<file path="src/rtl/pb_pkg.sv">
// Shared classifier state encoding and default timing for the pushbutton processor.
// All timing values are in 1 kHz ticks (ms).
package pb_pkg;

  typedef enum logic [1:0] {
    IDLE    = 2'd0,
    PRESSED = 2'd1,
    HELD    = 2'd2
  } pb_state_e;

  localparam int DEBOUNCE_MS_DEF = 20;
  localparam int LONG_MS_DEF     = 2000;
  localparam int REPEAT_MS_DEF   = 250;

endpackage

</file>
<file path="src/rtl/pb_channel.sv">
// One pushbutton channel: 2-flop synchroniser, debouncer and short/long/repeat classifier.
//
//   state   | meaning
//   IDLE    | button released, waiting for a debounced press
//   PRESSED | press accepted, timing toward the long-press threshold
//   HELD    | long press reported, emitting auto-repeat pulses
module pb_channel
  import pb_pkg::*;
#(
  parameter int DEBOUNCE_MS = DEBOUNCE_MS_DEF,
  parameter int LONG_MS     = LONG_MS_DEF,
  parameter int REPEAT_MS   = REPEAT_MS_DEF
) (
  input  logic clk_1khz,
  input  logic rst_i,
  input  logic pushbutton_i,
  output logic pressed_o,
  output logic short_press_o,
  output logic long_press_o,
  output logic repeat_o
);

  localparam int DEB_W  = $clog2(DEBOUNCE_MS);
  localparam int HOLD_W = $clog2(LONG_MS);
  // A zero repeat interval still needs a legal one-bit counter.
  localparam int REP_W  = (REPEAT_MS > 0) ? $clog2(REPEAT_MS + 1) : 1;

  localparam logic [DEB_W-1:0]  DEB_LAST  = DEB_W'(DEBOUNCE_MS - 1);
  localparam logic [HOLD_W-1:0] HOLD_LAST = HOLD_W'(LONG_MS - 1);
  localparam logic [REP_W-1:0]  REP_LAST  = (REPEAT_MS > 0) ? REP_W'(REPEAT_MS - 1) : '0;

  logic              r_sync1;
  logic              r_sync2;
  logic              r_pressed;
  logic [DEB_W-1:0]  r_deb_cnt;
  logic              w_deb_done;
  logic              w_release;

  pb_state_e         r_state;
  pb_state_e         w_state_nxt;
  logic [HOLD_W-1:0] r_hold_cnt;
  logic [HOLD_W-1:0] w_hold_nxt;
  logic [REP_W-1:0]  r_rep_cnt;
  logic [REP_W-1:0]  w_rep_nxt;
  logic              r_short;
  logic              r_long;
  logic              r_repeat;
  logic              w_short_nxt;
  logic              w_long_nxt;
  logic              w_repeat_nxt;

  assign w_deb_done = (r_sync2 != r_pressed) && (r_deb_cnt == DEB_LAST);
  // Release is seen on the same edge pressed_o falls so short_press_o lines up with it.
  assign w_release  = w_deb_done && r_pressed;

  always_ff @(posedge clk_1khz) begin
    if (!rst_i) begin
      r_sync1   <= 1'b0;
      r_sync2   <= 1'b0;
      r_pressed <= 1'b0;
      r_deb_cnt <= '0;
    end else begin
      r_sync1 <= pushbutton_i;
      r_sync2 <= r_sync1;
      if (r_sync2 == r_pressed) begin
        r_deb_cnt <= '0;
      end else if (w_deb_done) begin
        r_pressed <= ~r_pressed;
        r_deb_cnt <= '0;
      end else begin
        r_deb_cnt <= r_deb_cnt + DEB_W'(1);
      end
    end
  end

  // Counters only advance below their terminal value, so they can never wrap.
  always_comb begin
    w_state_nxt  = r_state;
    w_hold_nxt   = r_hold_cnt;
    w_rep_nxt    = r_rep_cnt;
    w_short_nxt  = 1'b0;
    w_long_nxt   = 1'b0;
    w_repeat_nxt = 1'b0;
    unique case (r_state)
      IDLE: begin
        if (r_pressed && !w_release) begin
          w_state_nxt = PRESSED;
          w_hold_nxt  = HOLD_W'(1);
        end
      end
      PRESSED: begin
        if (w_release) begin
          w_short_nxt = 1'b1;
          w_state_nxt = IDLE;
          w_hold_nxt  = '0;
        end else if (r_hold_cnt == HOLD_LAST) begin
          w_long_nxt  = 1'b1;
          w_state_nxt = HELD;
          w_rep_nxt   = '0;
        end else begin
          w_hold_nxt = r_hold_cnt + HOLD_W'(1);
        end
      end
      HELD: begin
        if (w_release) begin
          w_state_nxt = IDLE;
          w_hold_nxt  = '0;
          w_rep_nxt   = '0;
        end else if (REPEAT_MS > 0) begin
          if (r_rep_cnt == REP_LAST) begin
            w_repeat_nxt = 1'b1;
            w_rep_nxt    = '0;
          end else begin
            w_rep_nxt = r_rep_cnt + REP_W'(1);
          end
        end
      end
      default: begin
        w_state_nxt = IDLE;
        w_hold_nxt  = '0;
        w_rep_nxt   = '0;
      end
    endcase
  end

  always_ff @(posedge clk_1khz) begin
    if (!rst_i) begin
      r_state    <= IDLE;
      r_hold_cnt <= '0;
      r_rep_cnt  <= '0;
      r_short    <= 1'b0;
      r_long     <= 1'b0;
      r_repeat   <= 1'b0;
    end else begin
      r_state    <= w_state_nxt;
      r_hold_cnt <= w_hold_nxt;
      r_rep_cnt  <= w_rep_nxt;
      r_short    <= w_short_nxt;
      r_long     <= w_long_nxt;
      r_repeat   <= w_repeat_nxt;
    end
  end

  assign pressed_o     = r_pressed;
  assign short_press_o = r_short;
  assign long_press_o  = r_long;
  assign repeat_o      = r_repeat;

endmodule

</file>
<file path="src/rtl/pushbutton_processor_multi.sv">
// N independent pushbutton channels on the 1 kHz tick clock.
// Each output bus bit belongs to the channel with the same index.
module pushbutton_processor_multi
  import pb_pkg::*;
#(
  parameter int N_CH        = 4,
  parameter int DEBOUNCE_MS = DEBOUNCE_MS_DEF,
  parameter int LONG_MS     = LONG_MS_DEF,
  parameter int REPEAT_MS   = REPEAT_MS_DEF
) (
  input  logic            clk_1khz,
  input  logic            rst_i,
  input  logic [N_CH-1:0] pushbutton_i,
  output logic [N_CH-1:0] pressed_o,
  output logic [N_CH-1:0] short_press_o,
  output logic [N_CH-1:0] long_press_o,
  output logic [N_CH-1:0] repeat_o
);

  for (genvar g = 0; g < N_CH; g++) begin : g_ch
    pb_channel #(
      .DEBOUNCE_MS (DEBOUNCE_MS),
      .LONG_MS     (LONG_MS),
      .REPEAT_MS   (REPEAT_MS)
    ) u_ch (
      .clk_1khz      (clk_1khz),
      .rst_i         (rst_i),
      .pushbutton_i  (pushbutton_i[g]),
      .pressed_o     (pressed_o[g]),
      .short_press_o (short_press_o[g]),
      .long_press_o  (long_press_o[g]),
      .repeat_o      (repeat_o[g])
    );
  end

endmodule

</file>
<file path="config.mk">
export PLATFORM = sky130hd
export DESIGN_NAME = pushbutton_processor_multi
export DESIGN_NICKNAME = d
export VERILOG_FILES = /design/src/rtl/pb_pkg.sv /design/src/rtl/pb_channel.sv /design/src/rtl/pushbutton_processor_multi.sv
export SDC_FILE = /design/constraint.sdc
export NUM_CORES = 1
export LEC_CHECK = 0
export ABC_CLOCK_PERIOD_IN_PS = 5430
export BUFFER_PORTS_ARGS = -buffer_cell sky130_fd_sc_hd__buf_2
export CORE_MARGIN = 2
export CORE_UTILIZATION = 35
export CTS_CLUSTER_DIAMETER = 60
export DETAILED_ROUTE_END_ITERATION = 16
export PLACE_DENSITY = 0.61
export REMOVE_ABC_BUFFERS = 1
export SYNTH_ARGS = -nofsm -noshare
export SYNTH_HDL_FRONTEND = slang
export SYNTH_SLANG_ARGS = --single-unit
</file>
<file path="constraint.sdc">
create_clock -name clk_1khz -period 5.43 [get_ports clk_1khz]
set_input_delay 0.543 -clock clk_1khz [delete_from_list [all_inputs] [get_ports clk_1khz]]
set_output_delay 0.543 -clock clk_1khz [all_outputs]
set_load 0.05 [all_outputs]
</file>
Word level (Yosys, flattened, before mapping):

Cells that the tools add are included.
Widths: inputs -> output; s select.

* flip-flop bits (word level): 128
* output and inout bits: 16
* word-level logic and storage cells: 249

* equal/unequal tests: 52
* add/sub/neg operators: 12
* muxes and demuxes: 72
* reductions and logical operators: 52
* bitwise operators: 21

Operator list (count)
* $mux 11: 16
* $pmux 11 s3: 4
* $mux 8: 16
* $pmux 8 s3: 4
* $add 11x1->11 const B: 4
* $eq 11x11->1 const B: 4
* $reduce_and 3->1: 12
* $reduce_or 3->1: 12
* $add 8x1->8 const B: 4
* $eq 8x8->1 const B: 4
* $mux 2: 16
* $ne 2x1->1 const B: 12
* $pmux 2 s3: 4
* $not 1->1: 21
* $add 5x1->5 const B: 4
* $eq 5x5->1 const B: 4
* $reduce_and 2->1: 8
* $logic_and 1x1->1: 12
* $mux 1: 12
* $ne 3x1->1 const B: 4
* $ne 3x2->1 const B: 4
* $eq 2x1->1 const B: 4
* $eq 2x2->1 const B: 4
* $logic_not 2->1: 4
* 4 further kinds: 16

Logic depth before layout (Yosys ltp):

Gate-level depths: netlist of the first run.

* depth after elaboration: 7
* mapped depth: 8
* gate-level depth less buffers: 7

By module:

From an unflattened synthesis of the first run, not the netlist that was laid out.

* cells, all modules: 720
* area total of the unflattened synthesis: 6319.8 sq um

Modules (own cells, without submodules)
* pb_channel at g_ch[1].u_ch ...: times used 2, area each 1557.7 sq um, cells each 176
* pb_channel at g_ch[3].u_ch: times used 1, area each 1634.1 sq um, cells each 189
* pb_channel at g_ch[0].u_ch: times used 1, area each 1570.3 sq um, cells each 179

Worst setup path before layout of the first run:

No wires, ideal clock.

* kind: input to register
* start point: input port rst_i
* end point: register g_ch[3].u_ch.r_rep_cnt[5]
* setup slack: 3.604 ns
* stages on the path: 5
* arrival time: 1.765 ns
* path buffers: 1
* cell sequence: clkbuf_1 -> o21ai_1 -> or3_1 -> or3_1 -> nand3_1

RTL lines
* start: declaration: RTL line pushbutton_processor_multi.sv:12 `input logic rst_i,`
* end signal: assignment: RTL line pb_channel.sv:137 `r_rep_cnt <= w_rep_nxt;`
* end: declaration: RTL line pb_channel.sv:43 `logic [REP_W-1:0] r_rep_cnt;`

Worst setup path after layout of the first run:

* start point: register g_ch[1].u_ch.r_deb_cnt[0]
* end point: register g_ch[1].u_ch.r_hold_cnt[6]

* word-level cells in the longest chain between the ends: 7
* elaborated cells between the ends (all ways): 11

Ends and longest elaborated chain
* start: declaration: RTL line pb_channel.sv:35 `logic [DEB_W-1:0] r_deb_cnt;`
* start signal: assignment: RTL line pb_channel.sv:71 `r_deb_cnt <= r_deb_cnt + DEB_W'(1);`
* $eq 5x5->1 *: RTL line pb_channel.sv:52 `assign w_deb_done = (r_sync2 != r_pressed) && (r_deb_cnt == DEB_LAST);`
* $logic_and 1x1->1 *: RTL line pb_channel.sv:52
* $logic_and 1x1->1 *: RTL line pb_channel.sv:54 `assign w_release = w_deb_done && r_pressed;`
* $logic_not 1->1: RTL line pb_channel.sv:86 `if (r_pressed && !w_release) begin`
* $logic_and 1x1->1: RTL line pb_channel.sv:86
* $ne 2x1->1 (no line)
* $reduce_and 3->1 (no line)
* end signal: assignment: RTL line pb_channel.sv:136 `r_hold_cnt <= w_hold_nxt;`
* end: declaration: RTL line pb_channel.sv:41 `logic [HOLD_W-1:0] r_hold_cnt;`

Every way passes the cells marked *; elsewhere a longest branch is shown, timed or not.
A chain may end at the register's enable or synchronous reset.

==> flow_results.xml, run 1 <==
<?xml version="1.0" encoding="UTF-8"?>
<metrics>
  <group name="pwr">
    <metric name="max-vdd-ir-drop" unit="mV">0.212</metric>
    <metric name="power_density" unit="mW/mm²">292</metric>
    <metric name="leakage" unit="µW">0.00238</metric>
  </group>
  <group name="critical_path">
    <metric name="worstPathMaxFanout" unit="">12</metric>
    <metric name="kind_of_critical_path" unit="">flip-flop to flip-flop</metric>
    <metric name="timing.critical_path.required" unit="ns">5.77</metric>
    <metric name="worst_ep_arrival_time" unit="ns">2.69</metric>
    <metric name="setup.worst_path.start_class" unit="">flip-flop</metric>
    <metric name="end_kind" unit="">flip-flop</metric>
  </group>
  <group name="die">
    <metric name="start_util" unit="">0.359</metric>
    <metric name="floorplan.die.width" unit="µm">137</metric>
    <metric name="core_footprint" unit="mm²">0.0173</metric>
    <metric name="fp.dieH" unit="µm">137</metric>
    <metric name="io_pins" unit="">22</metric>
    <metric name="design.die.area" unit="mm²">0.0188</metric>
    <metric name="number_of_placement_rows" unit="">48</metric>
  </group>
  <group name="sta">
    <metric name="final.setup.worst_slack" unit="ns">3.08</metric>
    <metric name="grt_setup_unrepaired" unit="">false</metric>
    <metric name="max_freq" unit="MHz">426</metric>
    <metric name="finalHoldViolCount" unit="">0</metric>
    <metric name="period_needed" unit="ns">2.35</metric>
    <metric name="report.final.setup_viol" unit="">0</metric>
    <metric name="slew_viol_final" unit="">0</metric>
    <metric name="layout_worst_path_cycle_share" unit="">0.433</metric>
    <metric name="max_slew_margin" unit="">0.303</metric>
    <metric name="tightest_slew" unit="ns">1.04</metric>
    <metric name="final.setup.tns" unit="ns">0</metric>
    <metric name="skew" unit="ns">0.00606</metric>
  </group>
  <group name="placement">
    <metric name="gp_routability_congestion" unit="">0.775</metric>
    <metric name="place_ws" unit="ns">2.85</metric>
    <metric name="buffer_ports.inserted" unit="">21</metric>
    <metric name="dpl-instance-area" unit="mm²">0.00640</metric>
    <metric name="detailedPlacementHpwl" unit="µm">8050</metric>
  </group>
  <group name="outcome">
    <metric name="status" unit="">finished clean</metric>
  </group>
  <group name="route">
    <metric name="detail_route.drc_violations" unit="">0</metric>
    <metric name="first_pass_drt_iterations" unit="">5</metric>
    <metric name="route.detailed.wl_per_inst" unit="µm">12.6</metric>
    <metric name="post_drt_via_cell_ratio" unit="">5.28</metric>
    <metric name="drtAntennaViolNets" unit="">0</metric>
    <metric name="detailroute.via_count" unit="">5178</metric>
    <metric name="totalWireLength" unit="µm">12400</metric>
    <metric name="dr.first_iter.drc_count" unit="">479</metric>
  </group>
  <group name="synth">
    <metric name="asyncSetResetFlopFracSynth" unit="">0</metric>
    <metric name="syn_inst" unit="">737</metric>
    <metric name="synthesis.area" unit="mm²">0.00621</metric>
    <metric name="number_of_storage_elements_in_the_synthesis_netlist" unit="">128</metric>
    <metric name="synth-edff-count" unit="">0</metric>
    <metric name="top_ff_cell_synth" unit="">sky130_fd_sc_hd__dfxtp_1</metric>
    <metric name="synth_unique_cells" unit="">65</metric>
    <metric name="cell_types_occupying_the_most_area_after_synthesis" unit="">sky130_fd_sc_hd__dfxtp_1 (41%), sky130_fd_sc_hd__a21oi_1 (5.0%), sky130_fd_sc_hd__nand2_1 (4.2%)</metric>
    <metric name="yosysTopAreaCellShare" unit="">0.413</metric>
    <metric name="seq_area_frac_synth" unit="">0.413</metric>
    <metric name="synthesis.yosys.warnings" unit="">0</metric>
    <metric name="syn_area_per_cell" unit="µm²">8.42</metric>
    <metric name="synth.largest_area_cell" unit="">sky130_fd_sc_hd__dfxtp_1</metric>
  </group>
  <group name="global_routing">
    <metric name="global_route_wire_length_before_repair" unit="µm">21500</metric>
    <metric name="grt_max_degree" unit="">47</metric>
    <metric name="grt_util_all_layers" unit="">0.141</metric>
    <metric name="first_global_vias" unit="">4634</metric>
    <metric name="grt_overflow" unit="">0</metric>
    <metric name="grt_antenna_before_repair" unit="">0</metric>
  </group>
  <group name="cells_and_area">
    <metric name="num-nets-final" unit="">765</metric>
    <metric name="stdcell_area" unit="mm²">0.00695</metric>
    <metric name="layout_cell_share_with_drive_strength_beyond_1" unit="">0.0992</metric>
    <metric name="diodes" unit="">0</metric>
    <metric name="layout-area-overhead-vs-synth" unit="%">12.0</metric>
  </group>
  <group name="clocking">
    <metric name="cts_max_level" unit="">4</metric>
    <metric name="clk-insertion-delay-late" unit="ns">0.42</metric>
    <metric name="cts_tree" unit="">done</metric>
    <metric name="post_cts.repair.setup_buffers" unit="">0</metric>
    <metric name="cts-root-buf" unit="">sky130_fd_sc_hd__clkbuf_16</metric>
    <metric name="cts.hold.buffers_added" unit="">0</metric>
    <metric name="clkSlewWorstSetupHoldPaths" unit="ns">0.05</metric>
    <metric name="cts-buffers-inserted" unit="">17</metric>
    <metric name="clock-sinks" unit="">128</metric>
    <metric name="post_cts.resized_instances" unit="">0</metric>
    <metric name="maximum_buffer_depth_of_the_clock_tree" unit="">2</metric>
  </group>
  <group name="hold_path">
    <metric name="holdCritPathClass" unit="">primary input to flip-flop</metric>
  </group>
  <group name="run">
    <metric name="cap_viol_max_count" unit="">0</metric>
  </group>
</metrics>
-- report_power, final --
part	internal (µW)	total, µW	leakage (µW)	switching, µW
registers	943	946	0.00103	2.58
clock network	622	1050	0.000256	428
logic	8.26	28.9	0.00109	20.6
total	1570	2030	0.00238	452
-- layer usage --
layer | up-vias | GRT usage | share of wire
met1 | 2373 | 0.192 | 0.51
met4 | 0 | 0.0647 | 0.019
met3 | 16 | 0.0374 | 0.041
li1 | 2695 | - | -
met2 | 94 | 0.208 | 0.43
met5 | - | 0 | 0
-- final timing paths --
path | start | to | slack, ns | depth (start not counted)
max | g_ch[1].u_ch.r_deb_cnt[0]$_SDFF_PP0_ | g_ch[1].u_ch.r_hold_cnt[6]$_SDFFE_PN0P_ | 3.08 | 6
min | pushbutton_i[3] | g_ch[3].u_ch.r_sync1$_SDFF_PN0_ | 0.33 | 2
max reg2reg | g_ch[1].u_ch.r_deb_cnt[0]$_SDFF_PP0_ | g_ch[1].u_ch.r_hold_cnt[6]$_SDFFE_PN0P_ | 3.08 | 6
min reg2reg | g_ch[3].u_ch.r_sync1$_SDFF_PN0_ | g_ch[3].u_ch.r_sync2$_SDFF_PN0_ | 0.43 | 1
-- cell usage in the layout (no fill, tap or decap), types with 5 or more instances in the layout --
cell,Yosys,final
sky130_fd_sc_hd__a211oi_1,7,7
sky130_fd_sc_hd__a21oi_1,62,62
sky130_fd_sc_hd__a31oi_1,20,20
sky130_fd_sc_hd__and2_1,14,14
sky130_fd_sc_hd__and3_1,18,18
sky130_fd_sc_hd__buf_2,4,21
sky130_fd_sc_hd__clkbuf_16,0,17
sky130_fd_sc_hd__clkinv_2,0,6
sky130_fd_sc_hd__clkinvlp_4,0,6
sky130_fd_sc_hd__dfxtp_1,128,128
sky130_fd_sc_hd__ha_1,16,16
sky130_fd_sc_hd__inv_1,21,21
sky130_fd_sc_hd__mux2i_1,13,13
sky130_fd_sc_hd__nand2_1,70,70
sky130_fd_sc_hd__nand2b_1,14,14
sky130_fd_sc_hd__nand3_1,42,42
sky130_fd_sc_hd__nand4_1,14,14
sky130_fd_sc_hd__nand4b_1,6,6
sky130_fd_sc_hd__nor2_1,51,51
sky130_fd_sc_hd__nor2b_1,6,6
sky130_fd_sc_hd__nor3_1,27,27
sky130_fd_sc_hd__o21ai_0,38,38
sky130_fd_sc_hd__o21ai_1,25,25
sky130_fd_sc_hd__or3_1,17,17
sky130_fd_sc_hd__or4_1,7,7
sky130_fd_sc_hd__xnor2_1,5,5
sky130_fd_sc_hd__xor2_1,15,15
-- critical path, cell delays in order (launching register included) --
cell and delay (ns):
sky130_fd_sc_hd__dfxtp_1 0.32, sky130_fd_sc_hd__ha_1 0.25, sky130_fd_sc_hd__and4bb_1 0.26, sky130_fd_sc_hd__a21oi_1 0.69
sky130_fd_sc_hd__nand2_1 0.23, sky130_fd_sc_hd__or3_1 0.36, sky130_fd_sc_hd__a31oi_1 0.16
-- cells by family after synthesis --
group | share of synthesized area
and+or+nand+nor | 0.277
xor gates and xnor gates | 0.0282
AOI/OAI and AO/OA | 0.180
DFF | 0.413
adders and majority gates | 0.0323
muxes | 0.0228
buffers and inverters | 0.0468
-- stage by stage --
stage / hold WS [ns] / std cells / utilization / total power [µW]
after global placement: 0.413 / 949 / 0.370 / 995
after floorplan: 0.412 / 702 / - / 982
final: 0.328 / 981 / 0.402 / 2030
after detailed placement: 0.419 / 949 / 0.370 / 996
after CTS: 0.306 / 981 / 0.402 / 2060
after global routing: 0.320 / 981 / 0.402 / 2100
-- synthesized netlist by cell type, types with 4 or more instances --
master,instances
sky130_fd_sc_hd__and3_1,18
sky130_fd_sc_hd__nand4bb_1,4
sky130_fd_sc_hd__nor3_1,27
sky130_fd_sc_hd__ha_1,16
sky130_fd_sc_hd__buf_2,4
sky130_fd_sc_hd__nand4b_1,6
sky130_fd_sc_hd__a31oi_1,20
sky130_fd_sc_hd__nor4_1,4
sky130_fd_sc_hd__or3_1,17
sky130_fd_sc_hd__o21ai_1,25
sky130_fd_sc_hd__a211oi_1,7
sky130_fd_sc_hd__nand3_1,42
sky130_fd_sc_hd__nand4_1,14
sky130_fd_sc_hd__a21oi_1,62
sky130_fd_sc_hd__o21ai_0,38
sky130_fd_sc_hd__and2_1,14
sky130_fd_sc_hd__or4_1,7
sky130_fd_sc_hd__buf_4,17
sky130_fd_sc_hd__xor2_1,15
sky130_fd_sc_hd__xnor2_1,5
sky130_fd_sc_hd__nor2_1,51
sky130_fd_sc_hd__nand2_1,70
sky130_fd_sc_hd__nor2b_1,6
sky130_fd_sc_hd__dfxtp_1,128
sky130_fd_sc_hd__o211ai_1,4
sky130_fd_sc_hd__clkbuf_1,11
sky130_fd_sc_hd__nand2b_1,14
sky130_fd_sc_hd__inv_1,21
sky130_fd_sc_hd__mux2i_1,13
-- flip-flops by register name (all words and copies together) (netlist names) --
register,cells
g_ch.u_ch.long_press_o,4
g_ch.u_ch.pressed_o,4
g_ch.u_ch.r_deb_cnt,20
g_ch.u_ch.r_hold_cnt,44
g_ch.u_ch.r_rep_cnt,32
g_ch.u_ch.r_state,8
g_ch.u_ch.r_sync1,4
g_ch.u_ch.r_sync2,4
g_ch.u_ch.repeat_o,4
g_ch.u_ch.short_press_o,4
-- area by class of cell --
cell class,instances,area [µm²]
multi-input cells,550,3350
well taps,225,282
clock buffers,17,425
flip-flops and latches,128,2560
repair buffers,22,113
clock inverters,15,123
fillers,1747,10300
inverters,24,90.1
Note: power is estimated with default switching activity, not from simulation.
==> run 2: changes to the inputs <==
Settings changed: ABC_AREA set to 1, ABC_CLOCK_PERIOD_IN_PS 5430 to 1900, PLACE_DENSITY 0.61 to 0.63.
Clock period 5.43 ns to 1.9 ns, I/O delays scaled along.
==> run 2 against run 1 <==
Hold slack worse by 0.084 ns. Clock-buffer cell count is 10 higher. Sequential cell count is the same. Total power grew to 2.8 times the previous value. First-iteration DRC count is 40% lower. Clock skew increased by 0.0017 ns. Combinational power grew to 3.3 times the previous value. Non-clock buffer count up 19. Largest power group unchanged.
==> flow_results.xml, run 2 <==
<?xml version="1.0" encoding="UTF-8"?>
<metrics>
  <group name="critical_path">
    <metric name="setup.worst_path.start_class" unit="">flip-flop</metric>
    <metric name="timing.critical_path.required" unit="ns">2.26</metric>
    <metric name="kind_of_critical_path" unit="">flip-flop to flip-flop</metric>
    <metric name="worstPathMaxFanout" unit="">9</metric>
    <metric name="end_kind" unit="">flip-flop</metric>
    <metric name="worst_ep_arrival_time" unit="ns">2.12</metric>
  </group>
  <group name="global_routing">
    <metric name="global_route_wire_length_before_repair" unit="µm">24500</metric>
    <metric name="grt_overflow" unit="">0</metric>
    <metric name="grt_antenna_before_repair" unit="">0</metric>
    <metric name="grt_util_all_layers" unit="">0.145</metric>
    <metric name="first_global_vias" unit="">5469</metric>
    <metric name="grt_max_degree" unit="">41</metric>
  </group>
  <group name="pwr">
    <metric name="leakage" unit="µW">0.00324</metric>
    <metric name="max-vdd-ir-drop" unit="mV">0.503</metric>
    <metric name="power_density" unit="mW/mm²">737</metric>
  </group>
  <group name="clocking">
    <metric name="clock-sinks" unit="">128</metric>
    <metric name="cts_tree" unit="">done</metric>
    <metric name="cts-root-buf" unit="">sky130_fd_sc_hd__clkbuf_16</metric>
    <metric name="cts_max_level" unit="">4</metric>
    <metric name="maximum_buffer_depth_of_the_clock_tree" unit="">2</metric>
    <metric name="clkSlewWorstSetupHoldPaths" unit="ns">0.05</metric>
    <metric name="clk-insertion-delay-late" unit="ns">0.42</metric>
    <metric name="cts-buffers-inserted" unit="">17</metric>
  </group>
  <group name="sta">
    <metric name="layout_worst_path_cycle_share" unit="">0.927</metric>
    <metric name="finalHoldViolCount" unit="">0</metric>
    <metric name="skew" unit="ns">0.00779</metric>
    <metric name="fin_hold_ws" unit="ns">0.244</metric>
    <metric name="slew_viol_final" unit="">0</metric>
    <metric name="max_slew_margin" unit="">0.726</metric>
    <metric name="final.setup.tns" unit="ns">0</metric>
    <metric name="report.final.setup_viol" unit="">0</metric>
    <metric name="max_freq" unit="MHz">568</metric>
    <metric name="grt_setup_unrepaired" unit="">false</metric>
    <metric name="tightest_slew" unit="ns">0.410</metric>
    <metric name="period_needed" unit="ns">1.76</metric>
  </group>
  <group name="synth">
    <metric name="synth.mux.area_fraction" unit="">0</metric>
    <metric name="synthesis.yosys.warnings" unit="">0</metric>
    <metric name="synth-xor-area-share" unit="">0.0256</metric>
    <metric name="yosysTopAreaCellShare" unit="">0.374</metric>
    <metric name="synth-edff-count" unit="">0</metric>
    <metric name="yosys.cell_count.top_type" unit="">sky130_fd_sc_hd__nand2_1</metric>
    <metric name="yosys.area_share.simple" unit="">0.369</metric>
    <metric name="top_ff_cell_synth" unit="">sky130_fd_sc_hd__dfxtp_1</metric>
    <metric name="synthesis.area" unit="mm²">0.00685</metric>
    <metric name="syn_inst" unit="">1029</metric>
    <metric name="compound_gate_portion_of_the_synthesized_area" unit="">0.0890</metric>
    <metric name="asyncSetResetFlopFracSynth" unit="">0</metric>
    <metric name="cell_types_occupying_the_most_area_after_synthesis" unit="">sky130_fd_sc_hd__dfxtp_1 (37%), sky130_fd_sc_hd__nand2_1 (14%), sky130_fd_sc_hd__nor2_1 (8.3%)</metric>
    <metric name="largest_family_of_logic_cells_by_synthesized_area" unit="">simple AND/OR/NAND/NOR gates</metric>
    <metric name="synth.top_cells.by_count" unit="">sky130_fd_sc_hd__nand2_1 (255), sky130_fd_sc_hd__nor2_1 (151), sky130_fd_sc_hd__inv_1 (138)</metric>
    <metric name="number_of_storage_elements_in_the_synthesis_netlist" unit="">128</metric>
    <metric name="seq_area_frac_synth" unit="">0.374</metric>
    <metric name="synth_unique_cells" unit="">41</metric>
    <metric name="yosys.area_share.adder" unit="">0.0292</metric>
    <metric name="syn_area_per_cell" unit="µm²">6.65</metric>
    <metric name="synth.largest_area_cell" unit="">sky130_fd_sc_hd__dfxtp_1</metric>
  </group>
  <group name="cells_and_area">
    <metric name="num-nets-final" unit="">1076</metric>
    <metric name="diodes" unit="">0</metric>
    <metric name="most-common-layout-cells" unit="">sky130_fd_sc_hd__nand2_1 (251), sky130_fd_sc_hd__nor2_1 (151), sky130_fd_sc_hd__inv_1 (137)</metric>
    <metric name="biggestRegsByFlops" unit="">g_ch.u_ch.r_hold_cnt x44, g_ch.u_ch.r_rep_cnt x32, g_ch.u_ch.r_deb_cnt x20</metric>
    <metric name="layout_cell_share_with_drive_strength_beyond_1" unit="">0.104</metric>
    <metric name="utilization" unit="">0.405</metric>
    <metric name="layout.cells.non_filler" unit="">1332</metric>
    <metric name="final_common_cell" unit="">sky130_fd_sc_hd__nand2_1</metric>
    <metric name="stdcell_area" unit="mm²">0.00782</metric>
    <metric name="top_register" unit="">g_ch.u_ch.r_hold_cnt</metric>
    <metric name="layout-area-overhead-vs-synth" unit="%">14.3</metric>
    <metric name="largest_register_ffs" unit="">44</metric>
  </group>
  <group name="die">
    <metric name="floorplan.die.width" unit="µm">144</metric>
    <metric name="number_of_placement_rows" unit="">51</metric>
    <metric name="fp.dieH" unit="µm">144</metric>
    <metric name="io_pins" unit="">22</metric>
    <metric name="start_util" unit="">0.354</metric>
    <metric name="design.die.area" unit="mm²">0.0207</metric>
    <metric name="core_footprint" unit="mm²">0.0193</metric>
  </group>
  <group name="hold_path">
    <metric name="holdCritPathClass" unit="">primary input to flip-flop</metric>
  </group>
  <group name="outcome">
    <metric name="status" unit="">finished clean</metric>
  </group>
  <group name="route">
    <metric name="detail_route.drc_violations" unit="">0</metric>
    <metric name="post_drt_via_cell_ratio" unit="">4.60</metric>
    <metric name="first_pass_drt_iterations" unit="">5</metric>
    <metric name="drtAntennaViolNets" unit="">0</metric>
    <metric name="detailroute.via_count" unit="">6132</metric>
    <metric name="dr.first_iter.drc_count" unit="">287</metric>
    <metric name="route.detailed.wl_per_inst" unit="µm">10.7</metric>
    <metric name="totalWireLength" unit="µm">14200</metric>
  </group>
  <group name="run">
    <metric name="cap_viol_max_count" unit="">0</metric>
  </group>
  <group name="placement">
    <metric name="gp_routability_congestion" unit="">0.881</metric>
    <metric name="dpl-instance-area" unit="mm²">0.00717</metric>
    <metric name="detailedPlacementHpwl" unit="µm">9850</metric>
    <metric name="placed_cells" unit="">1291</metric>
    <metric name="buffer_ports.inserted" unit="">21</metric>
  </group>
</metrics>
==> run 2: cell type report <==
type	instances	area, µm²
Sequential cell	128	2560
Clock buffer	27	513
Timing Repair Buffer	41	290
Tap cell	265	332
Fill cell	1987	11500
Multi-Input combinational cell	721	3550
Inverter	145	547
Clock inverter	5	27.5
==> run 2: repair_timing <==
item,in CTS,in global routing
gates resized for setup,0,10
hold buffers,4,0
buffers inserted,0,5
setup endpoints to repair,0,31
endpoints found under the hold margin,4,0
==> run 2: where the power goes <==
| part | internal, µW | total [µW] | switching, µW |
|---|---|---|---|
| clock network | 1830 | 2970 | 1140 |
| logic | 32.0 | 95.3 | 63.2 |
| registers | 2700 | 2700 | 5.28 |
| total | 4560 | 5770 | 1210 |
==> run 2: final timing paths <==
kind / startpoint / endpoint / slack (ns) / depth (start not counted)
worst min register to register: g_ch[3].u_ch.r_sync1$_SDFF_PN0_ / g_ch[3].u_ch.r_sync2$_SDFF_PN0_ / 0.41 / 2
worst max-delay path: g_ch[0].u_ch.r_deb_cnt[0]$_SDFF_PP0_ / g_ch[0].u_ch.r_rep_cnt[5]$_SDFFE_PN0P_ / 0.14 / 11
worst min-delay path: rst_i / g_ch[2].u_ch.r_sync1$_SDFF_PN0_ / 0.24 / 4
worst max register to register: g_ch[0].u_ch.r_deb_cnt[0]$_SDFF_PP0_ / g_ch[0].u_ch.r_rep_cnt[5]$_SDFFE_PN0P_ / 0.14 / 11
==> run 2: metrics by stage <==
stage | setup slack (ns) | power, µW
6_report | 0.139 | 5770
4_1_cts | 0.0316 | 5870
5_1_grt | 0.00204 | 5980
3_5_place_dp | 0.0862 | 2850
2_1_floorplan | -0.102 | 2800
3_3_place_gp | 0.144 | 2850
==> run 2: cells by family after synthesis <==
family	Yosys count
XOR/XNOR	20
buffers and inverters	180
flip-flops	128
AND/OR/NAND/NOR	574
adder cells (fa/ha/maj)	16
AO/OA/AOI/OAI	111
==> run 2: metal layers <==
metal  share of wire  track usage  up-vias
li1                -            -     3321
met1            0.50        0.185     2715
met2            0.45        0.238       80
met3           0.034       0.0417       16
met4           0.014       0.0439        0
met5               0            0        -
==> run 2: worst max-delay path: stages, from the launching register on <==
cell,delay (ns)
sky130_fd_sc_hd__dfxtp_1,0.32
sky130_fd_sc_hd__ha_1,0.23
sky130_fd_sc_hd__nand2_1,0.09
sky130_fd_sc_hd__inv_1,0.04
sky130_fd_sc_hd__nand3_1,0.18
sky130_fd_sc_hd__buf_4,0.22
sky130_fd_sc_hd__nor2_1,0.05
sky130_fd_sc_hd__nor2_1,0.12
sky130_fd_sc_hd__nand2_2,0.15
sky130_fd_sc_hd__o21bai_1,0.16
sky130_fd_sc_hd__nand2_1,0.06
sky130_fd_sc_hd__nor2_1,0.09
==> run 3: changes to the inputs <==
Settings changed: ABC_CLOCK_PERIOD_IN_PS 1900 to 1800, CAP_MARGIN set to 20, CTS_CLUSTER_SIZE set to 16, PLACE_DENSITY 0.63 to 0.61.
Clock period 1.9 ns to 1.8 ns, I/O delays scaled along.
==> run 3 against run 2 <==
Sequential power increased by 6%. Global-route usage decreased by 0.18 points. Sequential share of layout area decreased by 0.94 points. Die area unchanged. Clock-buffer cell count decreased by 4. Cell count increased by 1.1%. Utilization increased by 1.2 points. Clock skew decreased by 0.0016 ns. Routed wire length increased by 1.1%. Final area increased by 3.0%. Combinational power decreased by 2%. Critical endpoint is now g_ch[3].u_ch.r_hold_cnt[0]$_SDFFE_PN0P_. Largest power group unchanged.
==> flow_results.xml, run 3 (synthesized netlist as in run 2, its figures left out) <==
<?xml version="1.0" encoding="UTF-8"?>
<metrics>
  <group name="outcome">
    <metric name="status" unit="">finished clean</metric>
  </group>
  <group name="route">
    <metric name="first_pass_drt_iterations" unit="">5</metric>
    <metric name="route.detailed.wl_per_inst" unit="µm">10.7</metric>
    <metric name="detail_route.drc_violations" unit="">0</metric>
    <metric name="detailroute.via_count" unit="">6234</metric>
    <metric name="dr.first_iter.drc_count" unit="">301</metric>
    <metric name="totalWireLength" unit="µm">14300</metric>
    <metric name="post_drt_via_cell_ratio" unit="">4.63</metric>
    <metric name="drtAntennaViolNets" unit="">0</metric>
  </group>
  <group name="placement">
    <metric name="dpl-instance-area" unit="mm²">0.00725</metric>
    <metric name="detailedPlacementHpwl" unit="µm">9820</metric>
    <metric name="buffer_ports.inserted" unit="">21</metric>
    <metric name="gp_routability_congestion" unit="">0.838</metric>
  </group>
  <group name="clocking">
    <metric name="clock-sinks" unit="">128</metric>
    <metric name="clk-insertion-delay-late" unit="ns">0.42</metric>
    <metric name="cts_tree" unit="">done</metric>
    <metric name="clkSlewWorstSetupHoldPaths" unit="ns">0.06</metric>
    <metric name="cts_max_level" unit="">4</metric>
    <metric name="maximum_buffer_depth_of_the_clock_tree" unit="">2</metric>
    <metric name="cts-root-buf" unit="">sky130_fd_sc_hd__clkbuf_16</metric>
    <metric name="cts-buffers-inserted" unit="">17</metric>
  </group>
  <group name="die">
    <metric name="fp.dieH" unit="µm">144</metric>
    <metric name="design.die.area" unit="mm²">0.0207</metric>
    <metric name="floorplan.die.width" unit="µm">144</metric>
    <metric name="core_footprint" unit="mm²">0.0193</metric>
    <metric name="start_util" unit="">0.354</metric>
    <metric name="number_of_placement_rows" unit="">51</metric>
    <metric name="io_pins" unit="">22</metric>
  </group>
  <group name="global_routing">
    <metric name="global_route_wire_length_before_repair" unit="µm">24200</metric>
    <metric name="first_global_vias" unit="">5549</metric>
    <metric name="grt_antenna_before_repair" unit="">0</metric>
    <metric name="grt_util_all_layers" unit="">0.143</metric>
    <metric name="grt_max_degree" unit="">45</metric>
    <metric name="grt_overflow" unit="">0</metric>
  </group>
  <group name="pwr">
    <metric name="max-vdd-ir-drop" unit="mV">0.456</metric>
    <metric name="leakage" unit="µW">0.00333</metric>
    <metric name="p_total" unit="µW">6680</metric>
    <metric name="power_density" unit="mW/mm²">829</metric>
  </group>
  <group name="sta">
    <metric name="final.setup.tns" unit="ns">0</metric>
    <metric name="finalHoldViolCount" unit="">0</metric>
    <metric name="period_needed" unit="ns">1.66</metric>
    <metric name="max_slew_margin" unit="">0.654</metric>
    <metric name="max_freq" unit="MHz">602</metric>
    <metric name="layout_worst_path_cycle_share" unit="">0.923</metric>
    <metric name="skew" unit="ns">0.00619</metric>
    <metric name="tightest_slew" unit="ns">0.519</metric>
    <metric name="report.final.setup_viol" unit="">0</metric>
    <metric name="slew_viol_final" unit="">0</metric>
  </group>
  <group name="cells_and_area">
    <metric name="diodes" unit="">0</metric>
    <metric name="num-nets-final" unit="">1090</metric>
    <metric name="final_common_cell" unit="">sky130_fd_sc_hd__nand2_1</metric>
    <metric name="final.fill_count" unit="">1984</metric>
    <metric name="largest_register_ffs" unit="">44</metric>
    <metric name="layout-area-overhead-vs-synth" unit="%">17.7</metric>
    <metric name="biggestRegsByFlops" unit="">g_ch.u_ch.r_hold_cnt x44, g_ch.u_ch.r_rep_cnt x32, g_ch.u_ch.r_deb_cnt x20</metric>
    <metric name="layout_cell_share_with_drive_strength_beyond_1" unit="">0.122</metric>
    <metric name="stdcell_area" unit="mm²">0.00806</metric>
    <metric name="most-common-layout-cells" unit="">sky130_fd_sc_hd__nand2_1 (253), sky130_fd_sc_hd__nor2_1 (148), sky130_fd_sc_hd__inv_1 (137)</metric>
    <metric name="top_register" unit="">g_ch.u_ch.r_hold_cnt</metric>
    <metric name="utilization" unit="">0.417</metric>
  </group>
  <group name="critical_path">
    <metric name="setup.worst_path.start_class" unit="">flip-flop</metric>
    <metric name="worstPathMaxFanout" unit="">5</metric>
    <metric name="series_of_cell_instances_along_the_critical_path" unit="">ha_1 -&gt; inv_1 -&gt; nor2_1 -&gt; nand3_1 -&gt; nand2_1 -&gt; inv_1 -&gt; nand2_2 -&gt; nand3_2 -&gt; buf_4 -&gt; nand2_1 -&gt; a21oi_1</metric>
    <metric name="timing.critical_path.required" unit="ns">2.09</metric>
    <metric name="slowest_stage" unit="">sky130_fd_sc_hd__dfxtp_1</metric>
    <metric name="kind_of_critical_path" unit="">flip-flop to flip-flop</metric>
    <metric name="worst_ep_arrival_time" unit="ns">1.95</metric>
    <metric name="end_kind" unit="">flip-flop</metric>
    <metric name="slowest_delay" unit="ns">0.35</metric>
  </group>
  <group name="run">
    <metric name="cap_viol_max_count" unit="">0</metric>
  </group>
  <group name="hold_path">
    <metric name="holdCritPathClass" unit="">primary input to flip-flop</metric>
  </group>
</metrics>
==> run 3: layout make-up <==
type	instances	area, µm²	share of cell area
multi-input combinational	723	3620	0.449
sequential	128	2560	0.318
inverter	145	547	0.0679
clock buffer	23	488	0.0606
timing repair buffer	53	355	0.0441
tap	265	332	0.0412
clock inverter	9	154	0.0191
==> run 3: worst max-delay path, delay by kind of cell (launching register included) <==
family / cells / cell delay [ns]
compound gates: 1 / 0.06
simple gates: 6 / 0.61
buf+inv: 3 / 0.31
fa+ha+maj: 1 / 0.20
flops: 1 / 0.35
==> run 3: power by group <==
| part | total (µW) | switching, µW | internal, µW |
|---|---|---|---|
| Combinational | 93.7 | 66.2 | 27.5 |
| Sequential | 2850 | 5.96 | 2850 |
| Clock | 3730 | 1270 | 2460 |
==> run 3: metrics by stage <==
| stage | instances | hold WS, ns | worst slack, ns |
|---|---|---|---|
| after floorplan | 994 | 0.273 | -0.202 |
| after global placement | 1306 | 0.363 | 0.122 |
| after detailed placement | 1306 | 0.370 | 0.0659 |
| after CTS | 1342 | 0.212 | 0.0476 |
| after global routing | 1346 | 0.232 | -0.0126 |
| final | 1346 | 0.220 | 0.138 |
==> run 3: final timing paths <==
| kind | startpoint | to | slack, ns | cells past startpoint |
|---|---|---|---|---|
| setup / recovery | g_ch[3].u_ch.r_deb_cnt[0]$_SDFF_PP0_ | g_ch[3].u_ch.r_hold_cnt[0]$_SDFFE_PN0P_ | 0.14 | 11 |
| hold / removal | rst_i | g_ch[1].u_ch.r_sync2$_SDFF_PN0_ | 0.22 | 4 |
| setup reg to reg | g_ch[3].u_ch.r_deb_cnt[0]$_SDFF_PP0_ | g_ch[3].u_ch.r_hold_cnt[0]$_SDFFE_PN0P_ | 0.14 | 11 |
| hold reg to reg | g_ch[3].u_ch.r_sync1$_SDFF_PN0_ | g_ch[3].u_ch.r_sync2$_SDFF_PN0_ | 0.41 | 2 |
==> run 3: metal layers <==
| metal | track usage | vias to the layer above | share of wire |
|---|---|---|---|
| li1 | - | 3352 | - |
| met1 | 0.180 | 2784 | 0.50 |
| met2 | 0.238 | 77 | 0.45 |
| met3 | 0.0303 | 21 | 0.028 |
| met4 | 0.0583 | 0 | 0.014 |
| met5 | 0 | - | 0 |
==> run 3: repair_timing <==
action	4_1_cts	5_1_grt
endpoints found under the hold margin	4	0
endpoints found under the setup margin	0	55
gates resized for setup	0	21
hold buffers	4	0
setup buffers	0	2
